### config.mk
export PLATFORM = sky130hd
export DESIGN_NAME = mem_access_unit
export DESIGN_NICKNAME = d
export VERILOG_FILES = /design/src/rtl/mem_access_pkg.sv /design/src/rtl/mem_access_unit_lane.sv /design/src/rtl/mem_access_unit.sv
export SDC_FILE = /design/constraint.sdc
export NUM_CORES = 1
export LEC_CHECK = 0
export BUFFER_PORTS_ARGS = -buffer_cell sky130_fd_sc_hd__buf_2
export CAP_MARGIN = 0
export CORE_ASPECT_RATIO = 0.75
export CORE_MARGIN = 5
export CORE_UTILIZATION = 48
export DETAILED_ROUTE_END_ITERATION = 7
export GPL_TIMING_DRIVEN = 0
export PLACE_DENSITY = 0.75
export SLEW_MARGIN = 20
export SYNTH_ARGS = -nofsm -noshare
export SYNTH_HDL_FRONTEND = slang
export SYNTH_SLANG_ARGS = --single-unit
### constraint.sdc
create_clock -name clk -period 2.2 [get_ports clk]
set_clock_uncertainty 0.2 [all_clocks]
set_input_delay 0.11 -clock clk [delete_from_list [all_inputs] [get_ports clk]]
set_output_delay 0.11 -clock clk [all_outputs]
set_load 0.02 [all_outputs]
### src/rtl/mem_access_pkg.sv
// Shared definitions for the load/store initiator: size codes, FSM state
// encoding and the alignment rule used at request acceptance.
package mem_access_pkg;

    localparam int WORD_W = 32;

    localparam logic [1:0] SZ_BYTE = 2'b00;
    localparam logic [1:0] SZ_HALF = 2'b01;
    localparam logic [1:0] SZ_WORD = 2'b10;

    typedef enum logic [1:0] {
        ST_IDLE  = 2'b00,
        ST_READ  = 2'b01,
        ST_WRITE = 2'b10,
        ST_RESP  = 2'b11
    } state_t;

    // Halfwords need an even address, words a word-aligned one; the
    // reserved size code 11 is always rejected.
    function automatic logic is_misaligned(input logic [1:0] size, input logic [1:0] addr_lo);
        logic bad;
        case (size)
            SZ_BYTE: bad = 1'b0;
            SZ_HALF: bad = addr_lo[0];
            SZ_WORD: bad = (addr_lo != 2'b00);
            default: bad = 1'b1;
        endcase
        return bad;
    endfunction

endpackage

### src/rtl/mem_access_unit_lane.sv
// Combinational lane logic: extracts and extends a sub-word from a memory
// word for loads, and merges store data into a word for read-modify-write.
module byte_lane_unit
    import mem_access_pkg::*;
(
    input  logic [WORD_W-1:0] word,
    input  logic [WORD_W-1:0] wdata,
    input  logic [1:0]        size,
    input  logic [1:0]        lane,
    input  logic              zero_ext,
    output logic [WORD_W-1:0] rdata,
    output logic [WORD_W-1:0] merged
);

    logic [7:0]  byte_sel;
    logic [15:0] half_sel;

    // Load path: pick the little-endian lane, then sign- or zero-extend.
    always_comb begin
        case (lane)
            2'd0:    byte_sel = word[7:0];
            2'd1:    byte_sel = word[15:8];
            2'd2:    byte_sel = word[23:16];
            default: byte_sel = word[31:24];
        endcase
        half_sel = lane[1] ? word[31:16] : word[15:0];
        case (size)
            SZ_BYTE: rdata = zero_ext ? {24'h000000, byte_sel} : {{24{byte_sel[7]}}, byte_sel};
            SZ_HALF: rdata = zero_ext ? {16'h0000, half_sel} : {{16{half_sel[15]}}, half_sel};
            default: rdata = word;
        endcase
    end

    // Store path: replace only the addressed lane(s) of the word just read.
    always_comb begin
        merged = word;
        case (size)
            SZ_BYTE: begin
                case (lane)
                    2'd0:    merged[7:0]   = wdata[7:0];
                    2'd1:    merged[15:8]  = wdata[7:0];
                    2'd2:    merged[23:16] = wdata[7:0];
                    default: merged[31:24] = wdata[7:0];
                endcase
            end
            SZ_HALF: begin
                if (lane[1]) merged[31:16] = wdata[15:0];
                else         merged[15:0]  = wdata[15:0];
            end
            default: merged = wdata;
        endcase
    end

endmodule

### src/rtl/mem_access_unit.sv
// MEM-stage load/store initiator. Turns byte/half/word requests into
// word-wide memory accesses (read-modify-write for sub-word stores) and
// returns extended load data. Every output is a flop.
module mem_access_unit
    import mem_access_pkg::*;
#(
    parameter int len_data = 32,
    parameter int ADDR_W   = 8
) (
    input  logic                clk,
    input  logic                rst_n,
    input  logic                req_valid,
    output logic                req_ready,
    input  logic                req_we,
    input  logic [1:0]          req_size,
    input  logic                req_unsigned,
    input  logic [ADDR_W+1:0]   req_addr,
    input  logic [len_data-1:0] req_wdata,
    output logic                rsp_valid,
    output logic [len_data-1:0] rsp_rdata,
    output logic                rsp_err,
    output logic [ADDR_W-1:0]   mem_addr,
    output logic [len_data-1:0] mem_wdata,
    output logic                mem_wr,
    output logic                mem_rd,
    input  logic [len_data-1:0] mem_rdata
);

    state_t state;
    state_t next_state;

    logic                accept;
    logic                op_we;
    logic [1:0]          op_size;
    logic                op_unsigned;
    logic [1:0]          op_lane;
    logic [len_data-1:0] op_wdata;

    logic [len_data-1:0] lane_rdata;
    logic [len_data-1:0] lane_merged;

    logic                req_ready_d;
    logic                rsp_valid_d;
    logic                rsp_err_d;
    logic [len_data-1:0] rsp_rdata_d;
    logic [ADDR_W-1:0]   mem_addr_d;
    logic [len_data-1:0] mem_wdata_d;
    logic                mem_wr_d;
    logic                mem_rd_d;

    assign accept = req_valid && (state == ST_IDLE);

    // The lane unit always works on the live memory word; its results are
    // only registered at the end of READ, when mem_rdata is valid.
    byte_lane_unit u_lane (
        .word     (mem_rdata),
        .wdata    (op_wdata),
        .size     (op_size),
        .lane     (op_lane),
        .zero_ext (op_unsigned),
        .rdata    (lane_rdata),
        .merged   (lane_merged)
    );

    // State register; reset aborts any transaction in flight.
    always_ff @(posedge clk or negedge rst_n) begin
        if (!rst_n) state <= ST_IDLE;
        else        state <= next_state;
    end

    // Next-state: misaligned goes straight to RESP, word stores skip READ.
    always_comb begin
        next_state = state;
        case (state)
            ST_IDLE: begin
                if (req_valid) begin
                    if (is_misaligned(req_size, req_addr[1:0])) next_state = ST_RESP;
                    else if (!req_we)                           next_state = ST_READ;
                    else if (req_size == SZ_WORD)               next_state = ST_WRITE;
                    else                                        next_state = ST_READ;
                end
            end
            ST_READ:  next_state = op_we ? ST_WRITE : ST_RESP;
            ST_WRITE: next_state = ST_RESP;
            default:  next_state = ST_IDLE;
        endcase
    end

    // Output decode: values the output flops take for the coming state, so
    // strobes are high exactly while the FSM sits in READ / WRITE / RESP.
    always_comb begin
        req_ready_d = (next_state == ST_IDLE);
        rsp_valid_d = (next_state == ST_RESP);
        rsp_err_d   = (state == ST_IDLE) && (next_state == ST_RESP);
        mem_rd_d    = (next_state == ST_READ);
        mem_wr_d    = (next_state == ST_WRITE);
        rsp_rdata_d = (state == ST_READ && !op_we) ? lane_rdata : '0;
        mem_addr_d  = accept ? req_addr[ADDR_W+1:2] : mem_addr;
        mem_wdata_d = mem_wdata;
        if (accept && req_we && req_size == SZ_WORD) mem_wdata_d = req_wdata;
        else if (state == ST_READ && op_we)          mem_wdata_d = lane_merged;
    end

    // Output registers; async clear drops mem_rd/mem_wr without a clock.
    always_ff @(posedge clk or negedge rst_n) begin
        if (!rst_n) begin
            req_ready <= 1'b1;
            rsp_valid <= 1'b0;
            rsp_err   <= 1'b0;
            rsp_rdata <= '0;
            mem_rd    <= 1'b0;
            mem_wr    <= 1'b0;
            mem_addr  <= '0;
            mem_wdata <= '0;
        end else begin
            req_ready <= req_ready_d;
            rsp_valid <= rsp_valid_d;
            rsp_err   <= rsp_err_d;
            rsp_rdata <= rsp_rdata_d;
            mem_rd    <= mem_rd_d;
            mem_wr    <= mem_wr_d;
            mem_addr  <= mem_addr_d;
            mem_wdata <= mem_wdata_d;
        end
    end

    // Request capture; pure data, only meaningful while a transaction runs.
    always_ff @(posedge clk) begin
        if (accept) begin
            op_we       <= req_we;
            op_size     <= req_size;
            op_unsigned <= req_unsigned;
            op_lane     <= req_addr[1:0];
            op_wdata    <= req_wdata;
        end
    end

endmodule

==> results of run 1 <==
worst paths after layout:
path	slack, ps	end	from	depth (start not counted)
max in group asynchronous	1460	req_ready	rst_n	3
min	20	rsp_rdata[19]	rst_n	3
min reg2reg	300	mem_addr[7]	mem_addr[7]	1
min in group clk	20	state[0]	req_valid	4
max	40	mem_wdata[29]	state[1]	7
max reg2reg	40	mem_wdata[29]	state[1]	7
worst max-delay path: stages (launching register included):
cell and delay (ps):
dfrtp_1 420, inv_1 100, ha_1 280, nand2_1 100, buf_2 210, clkbuf_2 260, a211oi_2 330, a21oi_1 130
logic make-up after synthesis:
family / Yosys count / synth area share, %
AO/OA/AOI/OAI: 159 / 17.8
adder cells (fa/ha/maj): 4 / 0.871
buffers and inverters: 58 / 4.79
flip-flops: 117 / 54.3
multiplexers: 40 / 7.51
AND/OR/NAND/NOR: 164 / 14.7
power by group through the flow:
stage | Clock (mW) | Sequential (mW) | Combinational [mW]
floorplan | 0 | 3.83 | 1.62
global placement | 0 | 3.27 | 3.27
detailed placement | 0 | 3.29 | 3.35
CTS | 3.15 | 3.27 | 3.51
global route | 3.25 | 3.34 | 3.84
finish | 3.13 | 3.28 | 3.59
state kept, by name, indices dropped and copies added (netlist names):
signal,count
mem_addr,8
op_size,2
rsp_err,1
rsp_valid,1
op_unsigned,1
op_wdata,32
op_we,1
mem_rd,1
rsp_rdata,32
req_ready,1
op_lane,2
mem_wdata,32
mem_wr,1
state,2
area by class of cell:
type	instances	area, µm²	share of cell area (%)
Sequential cell	117	3120	37.6
Multi-Input combinational cell	367	2400	28.9
Timing Repair Buffer	238	1630	19.6
Clock buffer	19	433	5.21
Buffer	42	249	3.00
Clock inverter	13	229	2.76
Tap cell	162	203	2.44
Inverter	13	48.8	0.587
cells in the mapped netlist (5+ instances only):
cell type | number | area [µm²]
inv_1 | 12 | 45.0
a211oi_1 | 8 | 60.1
mux2_2 | 15 | 169
o211ai_1 | 8 | 60.1
and3_1 | 7 | 43.8
a21o_1 | 10 | 75.1
nor2_1 | 27 | 101
nand3_1 | 18 | 90.1
nand2_1 | 50 | 188
edfxtp_1 | 38 | 1140
a21boi_0 | 7 | 52.6
nor2b_1 | 5 | 31.3
o221ai_1 | 7 | 61.3
mux2i_1 | 24 | 240
dfrtp_1 | 78 | 1950
o31ai_1 | 8 | 60.1
and2_1 | 10 | 62.6
nand2b_1 | 26 | 163
or2_2 | 6 | 37.5
o21ai_0 | 9 | 45.0
buf_2 | 16 | 80.1
clkbuf_1 | 20 | 75.1
o22ai_1 | 14 | 87.6
a21oi_1 | 70 | 350
a22oi_1 | 7 | 52.6
repair_timing:
item,in CTS,in global routing
resized for setup,6,30
setup endpoints to repair,67,48
cloned,0,0
endpoints found under the hold margin,190,0
hold buffers,80,0
pin swaps,0,1
metal layers:
| metal | global-route usage [%] | wire [µm] | up-vias |
|---|---|---|---|
| li1 | - | - | 2460 |
| met4 | 7.41 | 314 | 0 |
| met5 | 0 | 0 | - |
| met2 | 42.6 | 8980 | 374 |
| met1 | 38.3 | 7980 | 2634 |
| met3 | 8.07 | 2400 | 38 |
==> qor.yml, run 1 <==
status:
  status: "completed"
critical_path:
  required_ps: 2280
  critPathLaunchType: "flop"
  end_kind: "flop"
  critPathArrivalTime_ps: 2250
  worstSetupPathType: "flop to flop"
  crit_fanout: 10
flow_run:
  cap_viol_max_count: 0
yosys:
  syn_nets: 627
  synth.avg_cell_area_um2: 10.6
  syn_area_um2: 5750
  ys_seq_area_share_pct: 54.3
  syn-instance-count: 542
  synthFlopType: "dfrtp_1"
  synth-seq-cells: 117
  synth.distinct_cells: 52
  synth_edf_count: 38
  async_reset_ff_share_pct: 67.5
  ys.warnings.count: 0
sta:
  setup_violations: 0
  hold_slack_ps: 15.5
  setup_ws_ps: 37.5
  max_slew_margin_pct: 64.4
  rsz0062_at_grt: "yes"
  final.setup.tns_ps: 0
  finalMaxSlewViolations: 0
  worst_slew_pin_slew_ps: 535
  hold_violations: 0
  fin_crit_sh_pct: 98.3
  fmax_mhz: 462
  layout_min_cycle_time_ps: 2160
power_and_ir_drop:
  pwr-share-clk_pct: 31.3
  sw_frac_of_total_pct: 35.5
  p_leak_nw: 3.95
  ir_drop_v: 0.000889
  seqPwrFrac_pct: 32.8
  power_switching_mw: 3.55
  comb_power_share_pct: 35.9
  fin_total_pwr_mw: 10.0
  intPower_mw: 6.44
  power_density_nw_per_um2: 1200
finish:
  nets: 881
  drive_gt1_share_pct: 32.8
  final_common_cell: "buf_2"
  finalNonFillerCells: 971
  final_area_um2: 8310
  finalCoreUtilization_pct: 71.3
  syn2layout_area_growth_pct: 44.6
  antenna_cells: 0
  fillCellCount: 869
  final_cell_mix: "buf_2 (168), dlygate4sd3_1 (79), dfrtp_1 (78)"
drt:
  num_vias: 5506
  drt_iter0_drc: 580
  via_per_inst: 5.67
  drc: 0
  dr.pass1.iters: 5
  antenna_left: 0
  routed_wl_mm: 19.7
  routedWlPerCell_um: 20.3
clocking:
  htreeDepth: 4
  cts_buffers: 17
  cts_buffer_depth: 2
  insertion_delay_ps: 420
  post_cts_buffers: 0
  path_clk_slew_ps: 50
  cts_tree: "yes"
  cts_root_buffer: "clkbuf_16"
  clock-sinks: 117
floorplanning:
  die_w_um: 136
  initial_utilization_pct: 49.3
  core_um2: 11700
  rows: 34
  die_y_um: 105
  io_pins: 158
  dieArea_um2: 14300
placement:
  place_congestion: 0.911
  place_area_um2: 6760
  numPortBuffers: 157
  dp_cells: 862
  pre_cts_ws_ps: -407
  dp_hpwl_mm: 13.4
grt:
  grt_max_degree: 50
  gr-usage-all-layers_pct: 27.6
  grt_pass1_wl_mm: 30.3
  grt_pass1_vias: 5503
  antenna_found_initial: 0
  grt_overflow: 0
min_path:
  hold_path.class: "primary input to async pin"
(Power assumes the default switching activity.)
==> run 2: changes to the inputs <==
- CORE_UTILIZATION: 48 -> 57
- CTS_CLUSTER_DIAMETER: default -> 100
- PLACE_DENSITY: 0.75 -> 0.84
- clock period: 2.2 -> 2.7 ns (I/O delays scaled with it)
==> run 2 against run 1 <==
  * Fmax shrank 9.9%
  * First-iteration DRC count grew 19%
  * Utilization is 12 points higher
  * Via count increased by 1.9%
  * Clock-buffer cell count grew 3
  * Critical path type unchanged
  * Largest power group unchanged
  * Register-to-register slack improved by 260 ps
  * Design area decreased by 2.8%
  * Hold slack better by 27 ps
  * Die area shrank 15%
==> qor.yml, run 2 (synthesized netlist as in run 1, its figures left out) <==
status:
  status: "completed"  # unchanged
grt:
  antenna_found_initial: 1  # was 0
  gr-usage-all-layers_pct: 33.6  # was 27.6%
  grt_overflow: 0  # unchanged
  grt_max_degree: 48  # was 50
  grt_pass1_vias: 5627  # was 5,503
  grt_pass1_wl_mm: 32.1  # was 30.3 mm
floorplanning:
  die_w_um: 126  # was 136 µm
  rows: 31  # was 34
  io_pins: 158  # unchanged
  die_y_um: 97.0  # was 105 µm
  dieArea_um2: 12200  # was 14,300 µm²
  core_um2: 9740  # was 11,700 µm²
  initial_utilization_pct: 59.0  # was 49.3%
placement:
  numPortBuffers: 157  # unchanged
  dp_hpwl_mm: 13.3  # was 13.4 mm
  dp_cells: 832  # was 862
  place_congestion: 0.904  # was 0.911
  place_area_um2: 6730  # was 6760 µm²
clocking:
  cts_buffers: 17  # unchanged
  insertion_delay_ps: 420  # about the same
  path_clk_slew_ps: 50  # about the same
  postCtsResizedCells: 0  # was 6
  cts_buffer_depth: 2  # unchanged
  clock-sinks: 117  # unchanged
  hold_buffers: 79  # was 80
  post_cts_buffers: 0  # unchanged
  htreeDepth: 4  # unchanged
  cts_root_buffer: "clkbuf_16"  # unchanged
  cts_tree: "yes"  # unchanged
critical_path:
  crit_fanout: 47  # was 10
  cp_slowest_stage_delay_ps: 570  # was 420 ps
  worstSetupPathType: "flop to flop"  # unchanged
  critPathArrivalTime_ps: 2490  # was 2250 ps
  cp_slowest_cell: "buf_4"  # was dfrtp_1
  critPathLaunchType: "flop"  # unchanged
  required_ps: 2800  # was 2280 ps
  crit_chain: "inv_1 -> ha_1 -> and2_1 -> buf_4 -> a311oi_4 -> nor4b_1"  # was inv_1 -> ha_1 -> nand2_1 -> buf_2 -> clkbuf_2 -> a211oi_2 -> a21oi_1
  end_kind: "flop"  # unchanged
flow_run:
  cap_viol_max_count: 0  # unchanged
drt:
  antenna_left: 0  # unchanged
  routed_wl_mm: 20.3  # was 19.7 mm
  num_vias: 5610  # was 5,506
  dr.pass1.iters: 5  # unchanged
  drt_iter0_drc: 690  # was 580
  drc: 0  # unchanged
  routedWlPerCell_um: 21.5  # was 20.3 µm
  via_per_inst: 5.94  # was 5.67
sta:
  setup_violations: 0  # unchanged
  hold_violations: 0  # unchanged
  final.setup.tns_ps: 0  # unchanged
  fin_crit_sh_pct: 88.9  # was 98.3%
  rsz0062_at_grt: "no"  # was yes
  fmax_mhz: 417  # was 462 MHz
  worst_slew_pin_slew_ps: 678  # was 535 ps
  finalMaxSlewViolations: 0  # unchanged
  max_slew_margin_pct: 54.8  # was 64.4%
  layout_min_cycle_time_ps: 2400  # was 2160 ps
min_path:
  hold_path.class: "primary input to async pin"  # unchanged
finish:
  reg.largest.list: "mem_wdata: 32 flops, op_wdata: 32 flops, rsp_rdata: 32 flops"  # unchanged
  final_cell_mix: "buf_2 (171), dlygate4sd3_1 (79), dfrtp_1 (78)"  # was buf_2 (168), dlygate4sd3_1 (79), dfrtp_1 (78)
  nets: 883  # was 881
  syn2layout_area_growth_pct: 40.6  # was 44.6%
  final_area_um2: 8080  # was 8310 µm²
  finalCoreUtilization_pct: 83.0  # was 71.3%
  final_common_cell: "buf_2"  # unchanged
  drive_gt1_share_pct: 30.5  # was 32.8%
  finalNonFillerCells: 944  # was 971
power_and_ir_drop:
  p_leak_nw: 3.85  # was 3.95 nW
  ir_drop_v: 0.000791  # was 0.000889 V
  power_density_nw_per_um2: 958  # was 1200 nW/µm²
  fin_total_pwr_mw: 7.74  # was 10.0 mW
run 2: cell types whose count changed in the layout (fill, tap and decap cells not counted), sizes merged:
cell,change
diode,+1
bufinv,-6
buf,+1
inv,+2
clkinvlp,+1
clkbuf,+4
run 2: report_power, final:
part / total, mW / leakage, nW / switching (mW) / internal, mW
registers: 2.70 / 1.36 / 0.305 / 2.40
clock network: 2.11 / 0.272 / 0.830 / 1.28
logic: 2.94 / 2.22 / 1.84 / 1.10
run 2: area by class of cell:
class | count | area, µm²
flip-flops and latches | 117 | 3120
multi-input cells | 367 | 2350
fillers | 558 | 1660
repair buffers | 237 | 1610
clock buffers | 22 | 485
plain buffers | 45 | 229
well taps | 132 | 165
clock inverters | 10 | 70.1
inverters | 13 | 48.8
diodes | 1 | 2.50
run 2: worst max-delay path, delay by kind of cell (launching register included):
kind / cells / cell delay [ps]
buffers and inverters: 2 / 700
and+or+nand+nor: 2 / 520
DFF: 1 / 430
adders and majority gates: 1 / 210
AOI/OAI and AO/OA: 1 / 210
run 2: per-layer routing:
metal / GRT usage (%) / share of wire, % / wire length [µm]
met3: 11.6 / 12 / 2470
met1: 45.5 / 40 / 8110
met2: 51.9 / 45 / 9160
met5: 0 / 0 / 0
met4: 9.15 / 2.9 / 587
run 2: per-stage QoR:
stage	hold WS, ps	setup WS, ps
2_1_floorplan	-361	547
3_3_place_gp	127	170
3_5_place_dp	-72.7	91.4
4_1_cts	29.7	43.4
5_1_grt	90.2	174
6_report	42.8	301
run 2: worst paths after layout:
path / endpoint / slack (ps) / depth (start not counted) / startpoint
max in group asynchronous: req_ready / 1600 / 3 / rst_n
worst min-delay path: rsp_rdata[16] / 40 / 2 / rst_n
worst min register to register: mem_addr[6] / 300 / 1 / mem_addr[6]
worst max register to register: rsp_err / 300 / 6 / state[0]
min in group clk: state[0] / 80 / 4 / req_valid
worst max-delay path: rsp_err / 300 / 6 / state[0]
